**src/rtl/ex_mem_stage.sv**
```systemverilog
// ---------------------------------------------------------------------------
// ex_mem_stage
//   EX->MEM pipeline register placed directly after the ALU. It is a single-entry
//   register with a valid/ready handshake. It also resolves branches from the ALU
//   zero flag, issues a one-cycle redirect toward fetch, and counts taken branches
//   in a saturating counter.
//
// Parameters
//   DATA_W  ALU result / store data width
//   PC_W    program counter width
//   REG_AW  destination register index width
//   CNT_W   taken-branch counter width
//
// Ports
//   clk, reset                      rising-edge clock, async active-high reset
//   ex_valid / ex_ready             handshake with the EX stage (ex_ready is comb.)
//   alu_result, alu_zero, alu_cntrl ALU outputs and opcode of the instruction
//   is_branch, pc_plus4, branch_off branch information (offset in words)
//   store_data, dest_reg            store operand and write-back register index
//   reg_write, mem_read, mem_write,
//   mem_to_reg                      control bits travelling with the instruction
//   flush_in                        kill the instruction in this stage
//   mem_ready / mem_valid           handshake with the MEM stage
//   mem_*                           registered copies of the captured fields
//   redirect, redirect_pc           one-cycle taken-branch pulse and its target
//   branch_count                    saturating count of taken branches
// ---------------------------------------------------------------------------
module ex_mem_stage #(
  parameter int DATA_W = 32,
  parameter int PC_W   = 32,
  parameter int REG_AW = 5,
  parameter int CNT_W  = 16
) (
  input  logic              clk,
  input  logic              reset,
  input  logic              ex_valid,
  output logic              ex_ready,
  input  logic [DATA_W-1:0] alu_result,
  input  logic              alu_zero,
  input  logic [3:0]        alu_cntrl,
  input  logic              is_branch,
  input  logic [PC_W-1:0]   pc_plus4,
  input  logic [PC_W-1:0]   branch_off,
  input  logic [DATA_W-1:0] store_data,
  input  logic [REG_AW-1:0] dest_reg,
  input  logic              reg_write,
  input  logic              mem_read,
  input  logic              mem_write,
  input  logic              mem_to_reg,
  input  logic              flush_in,
  input  logic              mem_ready,
  output logic              mem_valid,
  output logic [DATA_W-1:0] mem_alu_result,
  output logic [DATA_W-1:0] mem_store_data,
  output logic [REG_AW-1:0] mem_dest_reg,
  output logic              mem_reg_write,
  output logic              mem_read_o,
  output logic              mem_write_o,
  output logic              mem_to_reg_o,
  output logic              redirect,
  output logic [PC_W-1:0]   redirect_pc,
  output logic [CNT_W-1:0]  branch_count
);

  // Only these ALU opcodes are branch comparisons; a zero flag from any other
  // operation (e.g. a SUB that happens to produce zero) must not redirect.
  function automatic logic is_branch_op(input logic [3:0] op);
    logic hit;
    case (op)
      4'd9, 4'd10, 4'd11, 4'd12: hit = 1'b1;
      default:                   hit = 1'b0;
    endcase
    return hit;
  endfunction

  // Increment that sticks at all-ones instead of wrapping.
  function automatic logic [CNT_W-1:0] sat_inc(input logic [CNT_W-1:0] v);
    logic [CNT_W-1:0] r;
    if (v == {CNT_W{1'b1}}) begin
      r = v;
    end else begin
      r = v + {{(CNT_W-1){1'b0}}, 1'b1};
    end
    return r;
  endfunction

  // State registers and their next-state values.
  logic              valid_q,        valid_d;
  logic [DATA_W-1:0] alu_result_q,   alu_result_d;
  logic [DATA_W-1:0] store_data_q,   store_data_d;
  logic [REG_AW-1:0] dest_reg_q,     dest_reg_d;
  logic              reg_write_q,    reg_write_d;
  logic              mem_read_q,     mem_read_d;
  logic              mem_write_q,    mem_write_d;
  logic              mem_to_reg_q,   mem_to_reg_d;
  logic              redirect_q,     redirect_d;
  logic [PC_W-1:0]   redirect_pc_q,  redirect_pc_d;
  logic [CNT_W-1:0]  branch_count_q, branch_count_d;

  logic              accept_s;
  logic              taken_s;
  logic [PC_W-1:0]   target_s;

  // Single-entry register: free when empty, or when MEM drains it this cycle.
  assign ex_ready = !valid_q || mem_ready;

  // A flushed instruction is never accepted, so it can neither redirect nor count.
  assign accept_s = ex_valid && ex_ready && !flush_in;
  assign taken_s  = accept_s && is_branch && alu_zero && is_branch_op(alu_cntrl);

  // Word offset scaled to bytes; the add wraps modulo 2^PC_W by construction.
  assign target_s = pc_plus4 + {branch_off[PC_W-3:0], 2'b00};

  // Next-state logic for the pipeline register, redirect and counter.
  always_comb begin
    valid_d        = valid_q;
    alu_result_d   = alu_result_q;
    store_data_d   = store_data_q;
    dest_reg_d     = dest_reg_q;
    reg_write_d    = reg_write_q;
    mem_read_d     = mem_read_q;
    mem_write_d    = mem_write_q;
    mem_to_reg_d   = mem_to_reg_q;
    redirect_d     = 1'b0;
    redirect_pc_d  = redirect_pc_q;
    branch_count_d = branch_count_q;

    if (flush_in) begin
      // Flush wins over both capture and hold; clearing the control bits
      // guarantees the killed slot cannot write anything downstream.
      valid_d      = 1'b0;
      reg_write_d  = 1'b0;
      mem_read_d   = 1'b0;
      mem_write_d  = 1'b0;
      mem_to_reg_d = 1'b0;
    end else if (accept_s) begin
      valid_d      = 1'b1;
      alu_result_d = alu_result;
      store_data_d = store_data;
      dest_reg_d   = dest_reg;
      mem_to_reg_d = mem_to_reg;
      // A taken branch still occupies the MEM slot but must not write.
      if (taken_s) begin
        reg_write_d = 1'b0;
        mem_read_d  = 1'b0;
        mem_write_d = 1'b0;
      end else begin
        reg_write_d = reg_write;
        mem_read_d  = mem_read;
        mem_write_d = mem_write;
      end
    end else if (mem_ready) begin
      valid_d = 1'b0;
    end else begin
      valid_d = valid_q;
    end

    if (taken_s) begin
      redirect_d     = 1'b1;
      redirect_pc_d  = target_s;
      branch_count_d = sat_inc(branch_count_q);
    end else begin
      redirect_d     = 1'b0;
      redirect_pc_d  = redirect_pc_q;
      branch_count_d = branch_count_q;
    end
  end

  // State update with asynchronous reset to an all-zero, write-free state.
  always_ff @(posedge clk or posedge reset) begin
    if (reset) begin
      valid_q        <= 1'b0;
      alu_result_q   <= {DATA_W{1'b0}};
      store_data_q   <= {DATA_W{1'b0}};
      dest_reg_q     <= {REG_AW{1'b0}};
      reg_write_q    <= 1'b0;
      mem_read_q     <= 1'b0;
      mem_write_q    <= 1'b0;
      mem_to_reg_q   <= 1'b0;
      redirect_q     <= 1'b0;
      redirect_pc_q  <= {PC_W{1'b0}};
      branch_count_q <= {CNT_W{1'b0}};
    end else begin
      valid_q        <= valid_d;
      alu_result_q   <= alu_result_d;
      store_data_q   <= store_data_d;
      dest_reg_q     <= dest_reg_d;
      reg_write_q    <= reg_write_d;
      mem_read_q     <= mem_read_d;
      mem_write_q    <= mem_write_d;
      mem_to_reg_q   <= mem_to_reg_d;
      redirect_q     <= redirect_d;
      redirect_pc_q  <= redirect_pc_d;
      branch_count_q <= branch_count_d;
    end
  end

  assign mem_valid      = valid_q;
  assign mem_alu_result = alu_result_q;
  assign mem_store_data = store_data_q;
  assign mem_dest_reg   = dest_reg_q;
  assign mem_reg_write  = reg_write_q;
  assign mem_read_o     = mem_read_q;
  assign mem_write_o    = mem_write_q;
  assign mem_to_reg_o   = mem_to_reg_q;
  assign redirect       = redirect_q;
  assign redirect_pc    = redirect_pc_q;
  assign branch_count   = branch_count_q;

endmodule

```
**config.mk**
```make
export PLATFORM = sky130hd
export DESIGN_NAME = ex_mem_stage
export DESIGN_NICKNAME = d
export VERILOG_FILES = /design/src/rtl/ex_mem_stage.sv
export SDC_FILE = /design/constraint.sdc
export NUM_CORES = 1
export LEC_CHECK = 0
export ABC_AREA = 1
export CAP_MARGIN = 25
export CORE_MARGIN = 2
export CORE_UTILIZATION = 48
export CTS_CLUSTER_DIAMETER = 50
export DETAILED_ROUTE_END_ITERATION = 8
export PLACE_DENSITY_LB_ADDON = 0.1
export SYNTH_ARGS = -nofsm -noshare
export SYNTH_HDL_FRONTEND = slang
export SYNTH_SLANG_ARGS = --single-unit
```
**constraint.sdc**
```tcl
create_clock -name clk -period 10.5 [get_ports clk]
set_input_delay 1.575 -clock clk [delete_from_list [all_inputs] [get_ports clk]]
set_output_delay 1.575 -clock clk [all_outputs]
set_load 0.02 [all_outputs]
```
# [Yosys cells after proc, flatten, opt, wreduce, memory -nomap -nowiden]
# Cells that the tools add are included.
[op_classes] addsub=2 n_eq_ne=5 mux=16 n_bitwise=2 reduce_logical=13
[ops] cell="$add A32 B32 Y32" n=1
[ops] cell="$add A16 B1 Y16 const B" n=1
[ops] cell="$eq A16 B16 Y1 const B" n=1
[ops] cell="$eq A4 B4 Y1 const B" n=4
[ops] cell="$mux W1" n=16
[ops] cell="$logic_and A1 B1 Y1" n=5
[ops] cell="$reduce_and A2 Y1" n=2
[ops] cell="$reduce_or A4 Y1" n=1
[ops] cell="$reduce_bool A3 Y1" n=1
[ops] cell="$logic_not A1 Y1" n=2
[ops] cell="$not A1 Y1" n=2
[ops] cell="$reduce_bool A2 Y1" n=1
[ops] cell="$logic_or A1 B1 Y1" n=1
[word_totals] ff_bits=123 in_bits=148 word_cells=49

# [Logic depth before layout (Yosys ltp)]
# Gate-level depths: netlist (run 1).
[logic_depth] depth_word=10 mapped_depth=13 depth_no_buf=13

# [Worst setup path before layout (run 1)]
# OpenSTA, ideal clock, no wires.
[synth_path] kind="in2out" startpoint="input mem_ready" endpoint="output ex_ready" t_arrival_ns=1.798 required_ns=8.925 path_slack_ns=7.127 path_stages=2 path_cell_list="inv_1 -> nand2_1"
[synth_via] elab_chain_cells=1
[synth_rtl] element="from (decl)" line_no="51" text="input logic mem_ready,"
[synth_rtl] element="$logic_or A1 B1 Y1" line_no="105" text="assign ex_ready = !valid_q || mem_ready;"
[synth_rtl] element="to (decl)" line_no="37" text="output logic ex_ready,"
# No other way between the ends.

# [Worst setup path in the final report (run 1)]
# Ends and elaborated chain as after synthesis.

==> results of run 1 <==
-- worst reg2reg max path, cell delays in order (launching register included) --
cell	delay [ns]
dfrtp_1	0.34
nand2_1	0.14
nand3_2	0.09
buf_4	0.61
nor2_8	0.25
inv_2	0.58
o21ai_0	0.23
-- synth_stat cells --
library cell    n  area share [%]
nand2_1       498              26
dfrtp_1       123              43
inv_1         115             6.1
nand3_1        63             4.4
nor2_1         50             2.6
ha_1           30             5.3
a21oi_1        24             1.7
xnor2_1        16             2.0
buf_2          14            0.99
nand4_1         8            0.71
o21ai_0         7            0.49
xor2_1          7            0.87
clkbuf_1        6            0.32
o21ai_1         6            0.42
inv_2           4            0.21
nor3_1          4            0.28
o21bai_1        4            0.42
nand3b_1        3            0.32
or2_2           3            0.26
a31oi_1         2            0.18
nand2_4         2            0.32
nor4_1          2            0.18
a21o_1          1            0.11
buf_4           1            0.11
buf_6           1            0.16
fa_1            1            0.28
nand2_2         1           0.088
nand3_2         1            0.14
nand4_2         1            0.18
nor2_8          1            0.28
nor3_2          1            0.14
nor3_4          1            0.23
o21ai_2         1            0.12
xnor2_2         1            0.23
-- area by class of cell --
type                    instances  area share [%]
multi-input cells             739            32.6
well taps                     184            2.18
inverters                     119            4.24
repair buffers                272            25.7
flip-flops and latches        123            29.1
clock inverters                11            1.80
clock buffers                  21            4.44
-- worst paths after layout --
path	endpoint	slack, ns
hold / removal	redirect_pc[2]$_DFFE_PP0P_	0.47
max in group asynchronous	mem_store_data[10]$_DFFE_PP0P_	7.48
hold reg to reg	redirect_pc[2]$_DFFE_PP0P_	0.47
min in group asynchronous	redirect_pc[21]$_DFFE_PP0P_	1.63
setup / recovery	ex_ready	6.07
setup reg to reg	redirect_pc[8]$_DFFE_PP0P_	8.10
-- metrics by stage --
stage               power, mW  cell area [um2]  setup slack [ns]  hold slack (ns)
floorplan               0.869             7090              5.65            0.584
global placement         1.13             9920              6.10            0.459
detailed placement       1.14             9920              6.07            0.458
CTS                      1.80            10600              6.08            0.471
global route             1.88            10600              6.03            0.490
finish                   1.79            10600              6.07            0.471
-- logic make-up after synthesis --
logic type / share of synthesized area, %
AOI/OAI and AO/OA: 3.44
xor gates and xnor gates: 3.07
adders and majority gates: 5.58
DFF: 43.4
and+or+nand+nor: 36.6
buffers and inverters: 7.87
-- layer usage --
metal	vias to the layer above	wire (um)	track usage, %
li1	3620	-	-
met1	3307	8970	35.9
met2	252	10400	47.6
met3	27	1640	6.46
met4	0	450	8.76
met5	-	0	0
-- placed cells by master (no fill, tap or decap), drive strengths merged, types with 3 or more instances in the layout --
| cell type | netlist | final |
|---|---|---|
| bufinv | 0 | 5 |
| a21oi | 24 | 24 |
| nor2 | 51 | 51 |
| dfrtp | 123 | 123 |
| or2 | 3 | 3 |
| nand4 | 9 | 9 |
| nor3 | 6 | 6 |
| clkdlybuf4s50 | 0 | 269 |
| nand3b | 3 | 3 |
| xnor2 | 17 | 17 |
| clkbuf | 6 | 21 |
| o21bai | 4 | 4 |
| clkinv | 0 | 5 |
| o21ai | 14 | 14 |
| nand3 | 64 | 64 |
| buf | 16 | 3 |
| nand2 | 501 | 501 |
| inv | 119 | 119 |
| xor2 | 7 | 7 |
| ha | 30 | 30 |
-- power by group --
part	switching, mW	internal, mW	total, mW
sequential	0.0448	0.551	0.596
combinational	0.286	0.252	0.538
clock	0.213	0.440	0.653
total	0.544	1.24	1.79
==> impl_results.md, run 1 <==
- DR WL/cell: 14.6 um
- Register area share after synthesis: 43.4%
- Crit path depth: 4
- Fillcell total: 1195
- Max H-tree Level: 4
- Post-layout utilization of the core: 73.1%
- Highest Clock Rate: 226 MHz
- # diodes: 0
- CP bufs+invs: 3
- Syn_area_per_cell: 7.07 um2
- Vias in the first global route: 7061
- Final setup vio count: 0
- Worst-Skew Late Latency: 0.41 ns
- Row cnt: 44
- Kind of critical path: in2out
- Crit path time final: 4.43 ns
- CORE AREA: 14500 um2
- Total grt overflow: 0
- CP dominant cell by count: clkdlybuf4s50_1
- Layout Cells excl Fill: 1469
- Max-slew headroom: 40.3%
- Worst setup SP type: input pin
- Final Wtd Congestion: 0.931
- CP Launch Point: mem_ready
- Status: complete, no violations
- Post-cts resize count: 0
- Data arrival, critical path: 2.86 ns
- Cell area after synthesis: 7090 um2
- Reg area: 3080 um2
- Hold_buf cts: 0
- Clock transition at path regs: 0.05 ns
- CTS Root Cell: clkbuf_16
- First-pass GRT wire length: 35400 um
- CTS Buf Count: 17
- Die height: 126 um
- Die width: 126 um
- FF+latch count, synth: 123
- WP data required: 8.93 ns
- Area growth from synthesis to layout: 49.3%
- Fin crit share: 42.2%
- Final clock skew: 0.00765 ns
- Post-Syn Nets: 1182
- Placed cells: 1437
- Final Slew Violations: 0
- Post CTS Setup Buffer Count: 0
- IO Port Bufs: 269
- DRC: 0
- Leak: 5.55 nW
- Setup tns final: 0 ns
- Post-DRT Antenna Nets: 0
- Share of cells above drive strength 1: 4.05%
- HP Class: reg2reg
- Slowest cell on the critical path: clkdlybuf4s50_1
- Worst VDD drop: 0.000135 V
- CP max stage delay: 0.65 ns
- Crit-path cells: clkdlybuf4s50_1 -> inv_1 -> nand2_1 -> clkdlybuf4s50_1
- Crit. End Element: output port
- Routed vias: 7206
- Die area: 15800 um2
- Clock tree buffer depth: 2
- Max_cap viols: 0
- Pin count of the biggest net entering global routing: 74
- Ports: 272
- Initial DRT Pass Iterations: 5
- Final-report hold violation count: 0
- Power per cell area: 169 nW/um2
- RR Startpoint: mem_valid$_DFFE_PP0P_
- Delay-heaviest family, CP: buffers and inverters
- Final WL: 21500 um
- Synth Instances: 1003
- DPL Wire Length: 16200 um
- Area of the multi-input gates: 3450 um2
- Synth warnings: 0
- Nets: 1451
- Worst-Margin Slew: 0.895 ns
- Initial drt markers: 480
- Total GRT Usage: 28.1%
- CTS tree: done
- Crit path max fanout: 4
- Hold Crit Depth: 2
- Initial antenna violation count: 0
- Via/cell ratio: 4.91
- Synth cell types: 34
- Initial core utilization: 48.9%
- RSZ-0062 raised after global routing: false
- Worst R2R Path Depth: 6
- Hold path startpoint: redirect_pc[2]$_DFFE_PP0P_
- # clock sinks: 123
(Power assumes the default switching activity.)
==> run 2: changes to the inputs <==
CORE_UTILIZATION = 45   (was 48)
clock period = 4.14 ns   (was 10.5 ns; I/O delays follow)
==> impl_results.md, run 2 (synthesis results as in run 1) <==
- Power per cell area: 414 nW/um2 (was 169 nW/um2)
- Via/cell ratio: 4.72 (was 4.91)
- DRC: 0 (unchanged)
- Initial drt markers: 383 (was 480)
- Power share of the sequential group: 34.5% (was 33.3%)
- Worst-Margin Slew: 0.778 ns (was 0.895 ns)
- Post-cts resize count: 0 (unchanged)
- Die width: 129 um (was 126 um)
- Max_cap viols: 0 (unchanged)
- Worst setup SP type: input pin (unchanged)
- Routed vias: 7051 (was 7206)
- Area growth from synthesis to layout: 49.2% (was 49.3%)
- Status: complete, no violations (unchanged)
- Initial core utilization: 46.3% (was 48.9%)
- Die height: 129 um (was 126 um)
- Post-layout utilization of the core: 69.0% (was 73.1%)
- Hold_buf cts: 0 (unchanged)
- Final clock skew: 0.00420 ns (was 0.00765 ns)
- Total GRT Usage: 25.4% (was 28.1%)
- Final WS setup: 1.60 ns (was 6.07 ns)
- Clock tree buffer depth: 2 (unchanged)
- Highest Clock Rate: 394 MHz
- First-pass GRT wire length: 33200 um (was 35400 um)
- Worst VDD drop: 0.000344 V (was 0.000135 V)
- Setup tns final: 0 ns (unchanged)
- Crit path max fanout: 27 (was 4)
- CTS Root Cell: clkbuf_16 (unchanged)
- # diodes: 0 (unchanged)
- DPL Wire Length: 16100 um (was 16200 um)
- Ports: 272 (unchanged)
- Post CTS Setup Buffer Count: 0 (unchanged)
- Data arrival, critical path: 2.84 ns (was 2.86 ns)
- Clock Power Share: 34.4% (was 36.5%)
- IO Port Bufs: 269 (unchanged)
- Initial antenna violation count: 0 (unchanged)
- Final Wtd Congestion: 0.923 (was 0.931)
- Worst-Skew Late Latency: 0.41 ns (about the same)
- Most common cell after layout, fill and taps aside: nand2_1 (unchanged)
- Max H-tree Level: 4 (unchanged)
- Crit. End Element: flop (was output port)
- Area of the multi-input gates: 3450 um2 (unchanged)
- Initial DRT Pass Iterations: 5 (unchanged)
- CTS tree: done (unchanged)
- Total grt overflow: 0 (unchanged)
- HP Class: reg2reg (unchanged)
- CTS Buf Count: 17 (unchanged)
- Share of cells above drive strength 1: 3.97% (was 4.05%)
- Reg area: 3080 um2 (unchanged)
- CORE AREA: 15300 um2 (was 14500 um2)
- Pint: 3.01 mW (was 1.24 mW)
- Clock transition at path regs: 0.06 ns (was 0.05 ns)
- Final setup vio count: 0 (unchanged)
- Final WL: 20900 um (was 21500 um)
- Combinational fraction of design power: 31.1% (was 30.1%)
- Setup WS pre-CTS: 1.15 ns (was 6.07 ns)
- Vias in the first global route: 6703 (was 7061)
- Row cnt: 45 (was 44)
- P_sw: 1.37 mW (was 0.544 mW)
- Fin crit share: 61.4%
- Max-slew headroom: 48.1% (was 40.3%)
- Die area: 16800 um2 (was 15800 um2)
- RSZ-0062 raised after global routing: false (unchanged)
- Switching share of total power: 31.3% (was 30.5%)
- Final Slew Violations: 0 (unchanged)
- Nets: 1451 (unchanged)
- Leak: 5.52 nW (was 5.55 nW)
- Crit path time final: 2.54 ns
- # clock sinks: 123 (unchanged)
- Pin count of the biggest net entering global routing: 74 (unchanged)
- DR WL/cell: 14.0 um (was 14.6 um)
- Kind of critical path: in2reg (was in2out)
- Fillcell total: 1306 (was 1195)
- WP data required: 4.44 ns (was 8.93 ns)
- Final-report hold violation count: 0 (unchanged)
- Post-DRT Antenna Nets: 0 (unchanged)
- Most frequent cells in the layout: nand2_1 (498), clkdlybuf4s50_1 (269), dfrtp_1 (123), inv_1 (114), nand3_1 (63) (unchanged)
run 2: per-stage QoR:
step | area [um2] | instances | power (mW) | hold WS, ns
after floorplan | 7090 | 1003 | 2.20 | 0.584
after global placement | 9970 | 1464 | 2.87 | 0.453
after detailed placement | 9970 | 1464 | 2.89 | 0.459
after CTS | 10600 | 1495 | 4.41 | 0.472
after global routing | 10600 | 1495 | 4.62 | 0.491
final | 10600 | 1495 | 4.38 | 0.468
run 2: power by group through the flow:
stage | Clock (mW) | Combinational [mW] | Sequential [mW]
6_report | 1.51 | 1.36 | 1.51
5_1_grt | 1.59 | 1.49 | 1.54
4_1_cts | 1.53 | 1.37 | 1.51
3_5_place_dp | 0 | 1.37 | 1.53
3_3_place_gp | 0 | 1.35 | 1.52
2_1_floorplan | 0 | 0.440 | 1.76
run 2: critical path, stage by stage:
cell,delay [ns]
clkdlybuf4s50_1,0.46
inv_1,0.04
nand2_1,0.16
nand3_2,0.34
nor2_8,0.50
nand2_4,0.22
inv_2,0.25
nand2_1,0.10
xor2_1,0.15
run 2: final cells by class:
cell class                 instances  share of cell area [%]
clock buffer                      20                    4.32
timing repair buffer             272                    25.8
inverter                         119                    4.25
multi-input combinational        739                    32.6
sequential                       123                    29.1
tap                              211                    2.50
clock inverter                    11                    1.36
run 2: routing by layer:
layer  routed length, um  global-route usage (%)
met5                   0                       0
met4                 396                    7.72
met3                1610                    6.98
met2               10000                    43.4
met1                8870                    31.4
run 2: final timing paths:
path / slack (ns) / start / to / cells past startpoint
max: 1.60 / mem_ready / branch_count[5]$_DFFE_PP0P_ / 9
min: 0.47 / redirect_pc[0]$_DFFE_PP0P_ / redirect_pc[0]$_DFFE_PP0P_ / 2
max reg2reg: 1.89 / mem_valid$_DFFE_PP0P_ / branch_count[5]$_DFFE_PP0P_ / 7
min reg2reg: 0.47 / redirect_pc[0]$_DFFE_PP0P_ / redirect_pc[0]$_DFFE_PP0P_ / 2
max in group asynchronous: 2.64 / reset / mem_to_reg_o$_DFFE_PP0P_ / 3
min in group asynchronous: 0.68 / reset / mem_store_data[7]$_DFFE_PP0P_ / 2
